[config.mk]
export PLATFORM = sky130hd
export DESIGN_NAME = fetch_unit
export DESIGN_NICKNAME = d
export VERILOG_FILES = /design/src/rtl/fetch_unit_pkg.sv /design/src/rtl/fetch_unit.sv
export SDC_FILE = /design/constraint.sdc
export NUM_CORES = 1
export LEC_CHECK = 0
export CORE_MARGIN = 2
export CORE_UTILIZATION = 50
export CTS_BUF_LIST = sky130_fd_sc_hd__clkbuf_4 sky130_fd_sc_hd__clkbuf_8 sky130_fd_sc_hd__clkbuf_16
export DETAILED_ROUTE_END_ITERATION = 8
export PLACE_DENSITY = 0.87
export SLEW_MARGIN = 10
export SYNTH_ARGS = -nofsm -noshare
export SYNTH_HDL_FRONTEND = slang
export SYNTH_SLANG_ARGS = --single-unit
[constraint.sdc]
create_clock -name clk -period 17.55 [get_ports clk]
set_input_delay 5.265 -clock clk [delete_from_list [all_inputs] [get_ports clk]]
set_output_delay 5.265 -clock clk [all_outputs]
set_load 0.005 [all_outputs]
[src/rtl/fetch_unit_pkg.sv]
// Shared definitions for the fetch stage: datapath width, reset values
// and the fetch FSM state encoding.
package fetch_unit_pkg;

    localparam int LENGTH = 32;

    // Value loaded into the hold buffer on reset.
    localparam logic [LENGTH-1:0] INITIAL_VAL = '0;

    // Default fetch address after reset.
    localparam logic [LENGTH-1:0] RESET_PC_DEFAULT = 32'h0000_3000;

    // S_REQ  : ready to issue a request at pc
    // S_WAIT : one request outstanding, waiting for imem_rvalid
    // S_HOLD : response captured in hold_instr while downstream stalls
    // S_DROP : a stale response is still in flight after a redirect
    typedef enum logic [1:0] {
        S_REQ  = 2'd0,
        S_WAIT = 2'd1,
        S_HOLD = 2'd2,
        S_DROP = 2'd3
    } state_t;

endpackage

[src/rtl/fetch_unit.sv]
// Instruction-fetch stage. Owns the PC, keeps at most one request in
// flight to a variable-latency instruction memory, buffers a returned word
// while the pipeline stalls and discards in-flight data on redirect.
//
// Handshake: an instruction moves downstream on a cycle where
// valid_out=1 and stall=0 (ready = ~stall). valid_out never depends on
// stall, and instruction_out/pc_4_out stay stable while valid_out=1 and
// stall=1. A redirect cancels any transfer in the same cycle.
module fetch_unit
    import fetch_unit_pkg::*;
#(
    parameter logic [LENGTH-1:0] RESET_PC = RESET_PC_DEFAULT
) (
    input  logic              clk,
    input  logic              rst,
    input  logic              stall,
    input  logic              redirect,
    input  logic [LENGTH-1:0] redirect_target,
    output logic              imem_req,
    output logic [LENGTH-1:0] imem_addr,
    input  logic              imem_rvalid,
    input  logic [LENGTH-1:0] imem_rdata,
    output logic              valid_out,
    output logic [LENGTH-1:0] instruction_out,
    output logic [LENGTH-1:0] pc_4_out,
    output state_t            state_dbg
);

    state_t            state, state_n;
    logic [LENGTH-1:0] pc, pc_n;
    logic [LENGTH-1:0] hold_instr, hold_n;
    logic [LENGTH-1:0] pc_plus4;
    logic              transfer;

    // Wraps modulo 2^LENGTH; no special case at the top of memory.
    assign pc_plus4  = pc + 32'd4;
    assign state_dbg = state;

    // State, PC and hold buffer; reset clears everything immediately.
    always_ff @(posedge clk or posedge rst) begin
        if (rst) begin
            state      <= S_REQ;
            pc         <= RESET_PC;
            hold_instr <= INITIAL_VAL;
        end else begin
            state      <= state_n;
            pc         <= pc_n;
            hold_instr <= hold_n;
        end
    end

    // Next-state logic and combinational outputs.
    always_comb begin
        state_n         = state;
        pc_n            = pc;
        hold_n          = hold_instr;
        valid_out       = 1'b0;
        instruction_out = '0;
        pc_4_out        = '0;
        transfer        = 1'b0;
        imem_req        = 1'b0;
        imem_addr       = (state == S_REQ) ? pc : pc_plus4;

        // Outputs are forced quiet while reset is held, even though the
        // registers already sit in S_REQ.
        if (!rst && !redirect) begin
            valid_out = ((state == S_WAIT) && imem_rvalid) || (state == S_HOLD);
        end
        transfer = valid_out && !stall;
        if (valid_out) begin
            instruction_out = (state == S_HOLD) ? hold_instr : imem_rdata;
            pc_4_out        = pc_plus4;
        end
        imem_req = !rst && !redirect && ((state == S_REQ) || transfer);

        if (redirect) begin
            pc_n = redirect_target;
            case (state)
                S_REQ:   state_n = S_REQ;
                S_WAIT:  state_n = imem_rvalid ? S_REQ : S_DROP;
                S_HOLD:  state_n = S_REQ;
                S_DROP:  state_n = imem_rvalid ? S_REQ : S_DROP;
                default: state_n = S_REQ;
            endcase
        end else begin
            case (state)
                S_REQ: state_n = S_WAIT;
                S_WAIT: begin
                    if (imem_rvalid && !stall) begin
                        pc_n = pc_plus4;
                    end else if (imem_rvalid) begin
                        hold_n  = imem_rdata;
                        state_n = S_HOLD;
                    end
                end
                S_HOLD: begin
                    if (!stall) begin
                        pc_n    = pc_plus4;
                        state_n = S_WAIT;
                    end
                end
                S_DROP: begin
                    if (imem_rvalid) state_n = S_REQ;
                end
                default: state_n = S_REQ;
            endcase
        end
    end

endmodule

==> impl_metrics.yaml, run 1 <==
run_status:
  status: "finished, final reports clean"
grt:
  overflow: 0
  antenna_found_initial: 0
  grt_pass1_wl_um: 23240
  first_global_vias: 4827
  grt_max_degree: 67
  grt_usage_pct: 27.69
final_layout:
  finalNonFillerCells: 867
  multi_input_area_um2: 2893
  drive_above_1_share_pct: 9.537
  layout.nets: 799
  n_fill_cell: 768
  fin_area_um2: 6715
  antenna_cells: 0
  area_growth_pct: 37.90
  seqCellArea_um2: 1654
critical_path:
  cp-end-kind: "output pin"
  critPathBufInv: 6
  cp_max_fo: 63
  crit_arrival_ns: 7.51
  crit_family: "buffers and inverters"
  slowest_delay_ns: 0.51
  crit_type: "in -> out"
  cp.required_ns: 12.28
  worstPathCellList: "clkdlybuf4s50_1 -> buf_4 -> inv_1 -> nand3_2 -> buf_4 -> inv_1 -> and2_1 -> clkdlybuf4s50_1"
  cp_slowest_cell: "buf_4"
  cp-start-kind: "input port"
drt:
  routed_wl_um: 14590
  routedWlPerCell_um: 16.83
  route.vias.total: 5127
  drc: 0
  drtPass1Iterations: 5
  final_antenna_net_count: 0
  via_per_inst: 5.913
  drtIter0Drc: 389
sta:
  rsz0062_at_grt: "no"
  finalHoldViolCount: 0
  skew_ns: 0.008631
  max_slew_margin_pct: 25.62
  period_minus_slack_ns: 12.78
  fin_crit_sh_pct: 72.81
  finalSetupTns_ns: 0
  setup_viol: 0
  maxSlewViolCount: 0
  clock.fmax_mhz: 78.26
  max_slew.worst_pin.slew_ns: 1.106
placement:
  place.gp.congestion: 0.9972
  hpwlAfterDp_um: 10030
  port_buffers: 168
  post_dp_cell_area_um2: 6462
  dpl.cell_count: 851
synthesis:
  synth-edff-count: 0
  netlist_area_um2: 4870
  ys_ff_latch: 66
  ys_seq_area_share_pct: 33.97
  synth_fp_nets: 677
  synth_area_per_cell_um2: 8.023
  synth_cell_type_count: 44
  synth_cells: 607
  yosys_warnings: 0
  synth_async_sr_flop_share_pct: 100.0
  dominantRegCellSynth: "dfrtp_1"
power:
  vdd_drop_max_uv: 42.49
  power_mw: 0.5442
  power_leakage_nw: 2.498
  p_per_area_nw_per_um2: 81.05
die:
  ios: 169
  die_y_um: 102.7
  start_util_pct: 50.76
  design.die.area_um2: 10550
  die_width_um: 102.7
  row_count: 36
  core_area_um2: 9594
clocking:
  root_buffer: "clkbuf_8"
  htree_levels: 3
  cts_hold_buffers: 0
  numCtsBuffers: 9
  cts_tree: "built"
  insertion_delay_ns: 0.34
  cts_buffer_depth: 2
  clock_sinks: 66
  cts.repair.resized: 0
  clk_pin_slew_ns: 0.07
  postCtsSetupRepairBufs: 0
flow_run:
  maxCapViolations: 0
worst_hold_path:
  hp-class: "reg -> reg"
## flip-flops by register name, summed over array words and instances (netlist names)
signal / count
hold_instr: 32
pc: 32
state_dbg: 2
## synth_stat cells (all sizes together), types with 13 or more instances
library cell | number | share of area, %
mux2 | 33 | 7.6
or4 | 23 | 3.6
dfrtp | 64 | 33
clkbuf | 37 | 2.9
a21oi | 47 | 4.8
nand4 | 18 | 2.9
a31oi | 18 | 2.3
o21ai | 30 | 3.1
xnor2 | 33 | 5.9
or3 | 21 | 2.7
nand3 | 16 | 1.7
xor2 | 18 | 3.2
o31ai | 13 | 2.0
buf | 27 | 3.6
nor2 | 52 | 4.0
nand2 | 99 | 7.6
## stage by stage
stage,setup WS (ns),utilization (%),hold slack [ns]
2_1_floorplan,4.630,-,0.4792
3_3_place_gp,4.779,67.36,0.4856
3_5_place_dp,4.729,67.36,0.4925
4_1_cts,4.742,69.87,0.5106
5_1_grt,4.572,69.99,0.5221
6_report,4.772,69.99,0.5099
## power breakdown
group / internal [mW] / switching [mW] / leakage (nW)
Clock: 0.0944 / 0.0645 / 0.123
Combinational: 0.0887 / 0.0724 / 1.60
Sequential: 0.190 / 0.0346 / 0.775
Total: 0.373 / 0.172 / 2.50
## layout by cell type (no fill, tap or decap), types with 18 or more instances in the layout
| master | n |
|---|---|
| or3_1 | 21 |
| o21ai_0 | 30 |
| xnor2_1 | 33 |
| nand2_1 | 99 |
| or4_1 | 22 |
| xor2_1 | 18 |
| clkdlybuf4s50_1 | 168 |
| mux2_2 | 33 |
| dfrtp_1 | 64 |
| a21oi_1 | 47 |
| a31oi_1 | 18 |
| nor2_1 | 51 |
## metal layers
layer  vias to the layer above  global-route usage (%)  part of all wire (%)  wire length (um)
met5                         -                       0                     0                 0
met4                         0                   10.77                   2.8               415
met3                        41                   4.949                   9.1              1326
met2                       286                   45.50                    48              6985
met1                      2422                   36.48                    40              5866
li1                       2378                       -                     -                 -
## cells by family after synthesis
kind of cell	after synthesis	synth area share, %
flops	66	33.97
xor+xnor	51	9.173
mux	35	8.042
buf+inv	71	7.066
simple gates	264	27.42
fa+ha+maj	1	0.2569
compound gates	119	14.08
## final cells by class
cell class / count / share of cell area, %
clock buffer: 9 / 1.845
tap: 133 / 2.478
timing repair buffer: 175 / 25.82
sequential: 66 / 24.63
multi-input combinational: 470 / 43.08
inverter: 7 / 0.3913
clock inverter: 7 / 1.751
## final timing paths
path	start	end	slack, ns	cells after the start
worst max-delay path	redirect	pc_4_out[1]	4.77	8
worst max register to register	pc[2]$_DFFE_PP0P_	pc[22]$_DFFE_PP0P_	14.92	5
min in group asynchronous	rst	hold_instr[18]$_DFFE_PP0P_	5.62	3
max in group asynchronous	rst	hold_instr[22]$_DFFE_PP0P_	11.37	3
worst min register to register	hold_instr[0]$_DFFE_PP0P_	hold_instr[0]$_DFFE_PP0P_	0.51	1
worst min-delay path	hold_instr[0]$_DFFE_PP0P_	hold_instr[0]$_DFFE_PP0P_	0.51	1
(Power assumes the default switching activity.)
==> run 2, diff against run 1 <==
- CORE_UTILIZATION: 50 -> 42
- PLACE_DENSITY: 0.87 -> 0.78
- clock period: 17.55 -> 11.4 ns (I/O delays scaled with it)
==> run 2 against run 1 <==
Critical endpoint is now pc_4_out[31]. Routed wire length is 1.6% higher. Worst hold slack worse by 0.0059 ns. Critical path type unchanged. Sequential cell count is the same. Largest power group unchanged. Clock skew increased by 0.0011 ns. Via count decreased by 1.5%. Combinational power is 55% higher. Final cell count increased by 1.0%. Final area up 0.78%. Highest routed layer unchanged.
==> impl_metrics.yaml, run 2 (synthesis results as in run 1) <==
grt:
  grt_pass1_wl_um: 23780
  use_met3_pct: 4.246
  first_global_vias: 4657
  antenna_found_initial: 0
  grt_usage_pct: 22.98
  use_met2_pct: 36.89
  grt_util_met1_pct: 30.93
  overflow: 0
  grt-busiest-layer: "met2"
  grt_max_degree: 67
final_layout:
  n_fill_cell: 985
  final_common_cell: "clkdlybuf4s50_1"
  area_growth_pct: 38.98
  fin_area_um2: 6768
  antenna_cells: 0
  drive_above_1_share_pct: 9.550
  final_cell_mix: "clkdlybuf4s50_1 (168), nand2_1 (98), dfrtp_1 (64), nor2_1 (51), a21oi_1 (47)"
  layout.nets: 798
die:
  die_y_um: 111.7
  ios: 169
  die_width_um: 111.7
  core_area_um2: 11370
  start_util_pct: 42.83
  design.die.area_um2: 12470
  row_count: 39
drt:
  drtIter0Drc: 452
  routed_wl_um: 14830
  drtPass1Iterations: 5
  final_antenna_net_count: 0
  route.vias.total: 5052
  via_per_inst: 5.767
  routedWlPerCell_um: 16.93
  drc: 0
power:
  vdd_drop_max_uv: 79.99
  p_per_area_nw_per_um2: 128.2
  power_leakage_nw: 2.515
critical_path:
  cp.required_ns: 7.98
  critPathBufInv: 3
  cp_max_fo: 35
  crit_family: "buffers and inverters"
  crit_type: "in -> out"
  cp_common_cell: "clkdlybuf4s50_1"
  slowest_delay_ns: 0.57
  cp-end-kind: "output pin"
  cp_slowest_cell: "clkdlybuf4s50_1"
  crit_arrival_ns: 6.15
  worstPathCellList: "clkdlybuf4s50_1 -> nand3b_1 -> nand2_1 -> nand3_2 -> buf_4 -> a21oi_1 -> clkdlybuf4s50_1"
  cp-start-kind: "input port"
sta:
  skew_ns: 0.009747
  fin_crit_sh_pct: 83.97
  setup_viol: 0
  finalHoldViolCount: 0
  max_slew_margin_pct: 20.21
  max_slew.worst_pin.slew_ns: 1.192
  clock.fmax_mhz: 104.5
  period_minus_slack_ns: 9.573
  finalSetupTns_ns: 0
  maxSlewViolCount: 0
  rsz0062_at_grt: "no"
flow_run:
  maxCapViolations: 0
worst_hold_path:
  hp-class: "reg -> reg"
clocking:
  numCtsBuffers: 9
  root_buffer: "clkbuf_16"
  cts_tree: "built"
  insertion_delay_ns: 0.32
  clk_pin_slew_ns: 0.05
  clock_sinks: 66
  cts.repair.resized: 0
  cts_buffer_depth: 2
  htree_levels: 3
  cts_hold_buffers: 0
  postCtsSetupRepairBufs: 0
placement:
  post_dp_cell_area_um2: 6467
  place.gp.congestion: 0.9343
  port_buffers: 168
  hpwlAfterDp_um: 10370
run_status:
  status: "finished, final reports clean"
run 2: path summary, 6_finish.rpt:
check / start / endpoint / slack (ns) / cells past startpoint
setup / recovery: imem_rvalid / pc_4_out[31] / 1.83 / 7
hold / removal: hold_instr[21]$_DFFE_PP0P_ / hold_instr[21]$_DFFE_PP0P_ / 0.50 / 1
setup reg to reg: pc[2]$_DFFE_PP0P_ / pc[22]$_DFFE_PP0P_ / 8.78 / 5
hold reg to reg: hold_instr[21]$_DFFE_PP0P_ / hold_instr[21]$_DFFE_PP0P_ / 0.50 / 1
max in group asynchronous: rst / pc[31]$_DFFE_PP0P_ / 7.12 / 3
min in group asynchronous: rst / hold_instr[18]$_DFFE_PP0P_ / 3.74 / 3
run 2: area by class of cell:
class,instances,area [um^2],share of cell area [%]
multi-input combinational,470,2887,42.65
sequential,66,1654,24.44
inverter,7,26.28,0.3882
timing repair buffer,174,1727,25.51
clock buffer,9,225.2,3.328
clock inverter,7,70.07,1.035
tap,143,178.9,2.644
run 2: routing by layer:
| layer | up-vias | share of wire [%] |
|---|---|---|
| met5 | - | 0 |
| met4 | 0 | 2.7 |
| met3 | 32 | 7.4 |
| met2 | 238 | 47 |
| met1 | 2406 | 43 |
| li1 | 2376 | - |
run 2: stage by stage:
step                hold WS, ns  setup slack, ns  utilization, %  power [mW]  instances
floorplan                0.4792            2.170               -      0.4831        607
global placement         0.4871            1.959           56.88      0.5839        860
detailed placement       0.4924            1.857           56.88      0.5959        860
CTS                      0.5066            1.848           59.48      0.8711        876
global route             0.5195            1.685           59.52      0.9124        876
finish                   0.5040            1.827           59.52      0.8674        876
run 2: where the power goes:
part	total (mW)	leakage (nW)	switching, mW	internal [mW]
Clock	0.272	0.145	0.104	0.169
Sequential	0.346	0.775	0.0538	0.293
Combinational	0.249	1.60	0.112	0.137
==> run 3, diff against run 2 <==
- clock period: 11.4 -> 8.8 ns (I/O delays scaled with it)
==> run 3 against run 2 <==
Sequential cell count unchanged. Global-route usage down 0.18 points. Non-clock buffer count unchanged. Power up 33%. Via count down 1.4%. Critical endpoint is now instruction_out[11].
==> impl_metrics.yaml, run 3 (synthesis results as in run 1) <==
worst_hold_path:
  hp-start: "hold_instr[4]$_DFFE_PP0P_"
  hold_path_depth: 1
  hp-class: "reg -> reg"
drt:
  route.vias.total: 4979
  routed_wl_um: 14610
  drtPass1Iterations: 4
  via_per_inst: 5.684
  routedWlPerCell_um: 16.67
  drc: 0
  final_antenna_net_count: 0
  drtIter0Drc: 381
power:
  p_per_area_nw_per_um2: 169.4
  power_leakage_nw: 2.522
  vdd_drop_max_uv: 103.0
  power_mw: 1.150
critical_path:
  cp_max_fo: 34
  critPathLaunch: "imem_rvalid"
  rr_startpoint: "pc[2]$_DFFE_PP0P_"
  cp.required_ns: 6.16
  crit_arrival_ns: 5.41
  cp-start-kind: "input port"
  reg2regPathDepth: 5
  cp-end-kind: "output pin"
  crit_type: "in -> out"
placement:
  port_buffers: 168
  hpwlAfterDp_um: 10130
  post-place-ws_ns: 0.7945
  place.gp.congestion: 0.8987
  post_dp_cell_area_um2: 6467
sta:
  setup_viol: 0
  clock.fmax_mhz: 124.3
  period_minus_slack_ns: 8.047
  maxSlewViolCount: 0
  rsz0062_at_grt: "no"
  setup_ws_ns: 0.7533
  fin_crit_sh_pct: 91.44
  finalSetupTns_ns: 0
  finalHoldViolCount: 0
  max_slew_margin_pct: 16.63
  skew_ns: 0.007671
  max_slew.worst_pin.slew_ns: 1.239
clocking:
  cts_buffer_depth: 2
  clk_pin_slew_ns: 0.06
  insertion_delay_ns: 0.33
  clock_sinks: 66
  cts_hold_buffers: 0
  postCtsSetupRepairBufs: 0
  cts.repair.resized: 0
  htree_levels: 3
  root_buffer: "clkbuf_16"
  cts_tree: "built"
  numCtsBuffers: 9
final_layout:
  fin_area_um2: 6792
  utilization_pct: 59.73
  final_common_cell: "clkdlybuf4s50_1"
  layout.nets: 798
  area_growth_pct: 39.47
  final_cell_mix: "clkdlybuf4s50_1 (168), nand2_1 (98), dfrtp_1 (64), nor2_1 (51), a21oi_1 (47)"
  drive_above_1_share_pct: 9.550
  antenna_cells: 0
grt:
  grt_usage_pct: 22.80
  antenna_found_initial: 0
  grt_pass1_wl_um: 23490
  grt_max_degree: 67
  overflow: 0
  first_global_vias: 4713
die:
  ios: 169
  die_y_um: 111.7
  row_count: 39
  core_area_um2: 11370
  die_width_um: 111.7
  design.die.area_um2: 12470
  start_util_pct: 42.83
flow_run:
  maxCapViolations: 0
run_status:
  status: "finished, final reports clean"
==> run 3: final cells by class <==
type	count	area, um^2
flip-flops and latches	66	1654
clock buffers	9	225.2
multi-input cells	470	2887
inverters	7	26.28
repair buffers	174	1727
fillers	1006	4578
well taps	143	178.9
clock inverters	7	93.84
==> run 3: path summary, 6_finish.rpt <==
| path | to | slack, ns |
|---|---|---|
| setup / recovery | instruction_out[11] | 0.75 |
| setup reg to reg | pc[28]$_DFFE_PP0P_ | 6.10 |
| max in group asynchronous | pc[2]$_DFFE_PP0P_ | 5.25 |
| hold / removal | hold_instr[4]$_DFFE_PP0P_ | 0.51 |
| hold reg to reg | hold_instr[4]$_DFFE_PP0P_ | 0.51 |
| min in group asynchronous | hold_instr[13]$_DFFE_PP0P_ | 2.99 |
==> run 3: metal layers <==
metal	up-vias	routed length [um]	track usage [%]
li1	2376	-	-
met1	2349	6268	30.29
met2	219	6860	36.89
met3	35	1048	3.702
met4	0	428	9.877
met5	-	0	0
==> run 3: per-stage QoR <==
stage	hold WS (ns)	std cells
finish	0.5059	876
global route	0.5202	876
CTS	0.5074	876
detailed placement	0.4928	860
global placement	0.4887	860
floorplan	0.4792	607
==> run 3: power breakdown <==
part	leakage [nW]	internal [mW]	switching, mW
clock network	0.151	0.247	0.136
logic	1.60	0.177	0.143
registers	0.775	0.379	0.0685
total	2.52	0.803	0.347
==> run 3: critical path, cell delays in order <==
cell and delay, ns:
clkdlybuf4s50_1 0.56, nand3b_1 0.19, nand2_1 0.14, nand3_2 0.55, buf_4 0.49, a21oi_1 0.23
clkdlybuf4s50_1 0.58
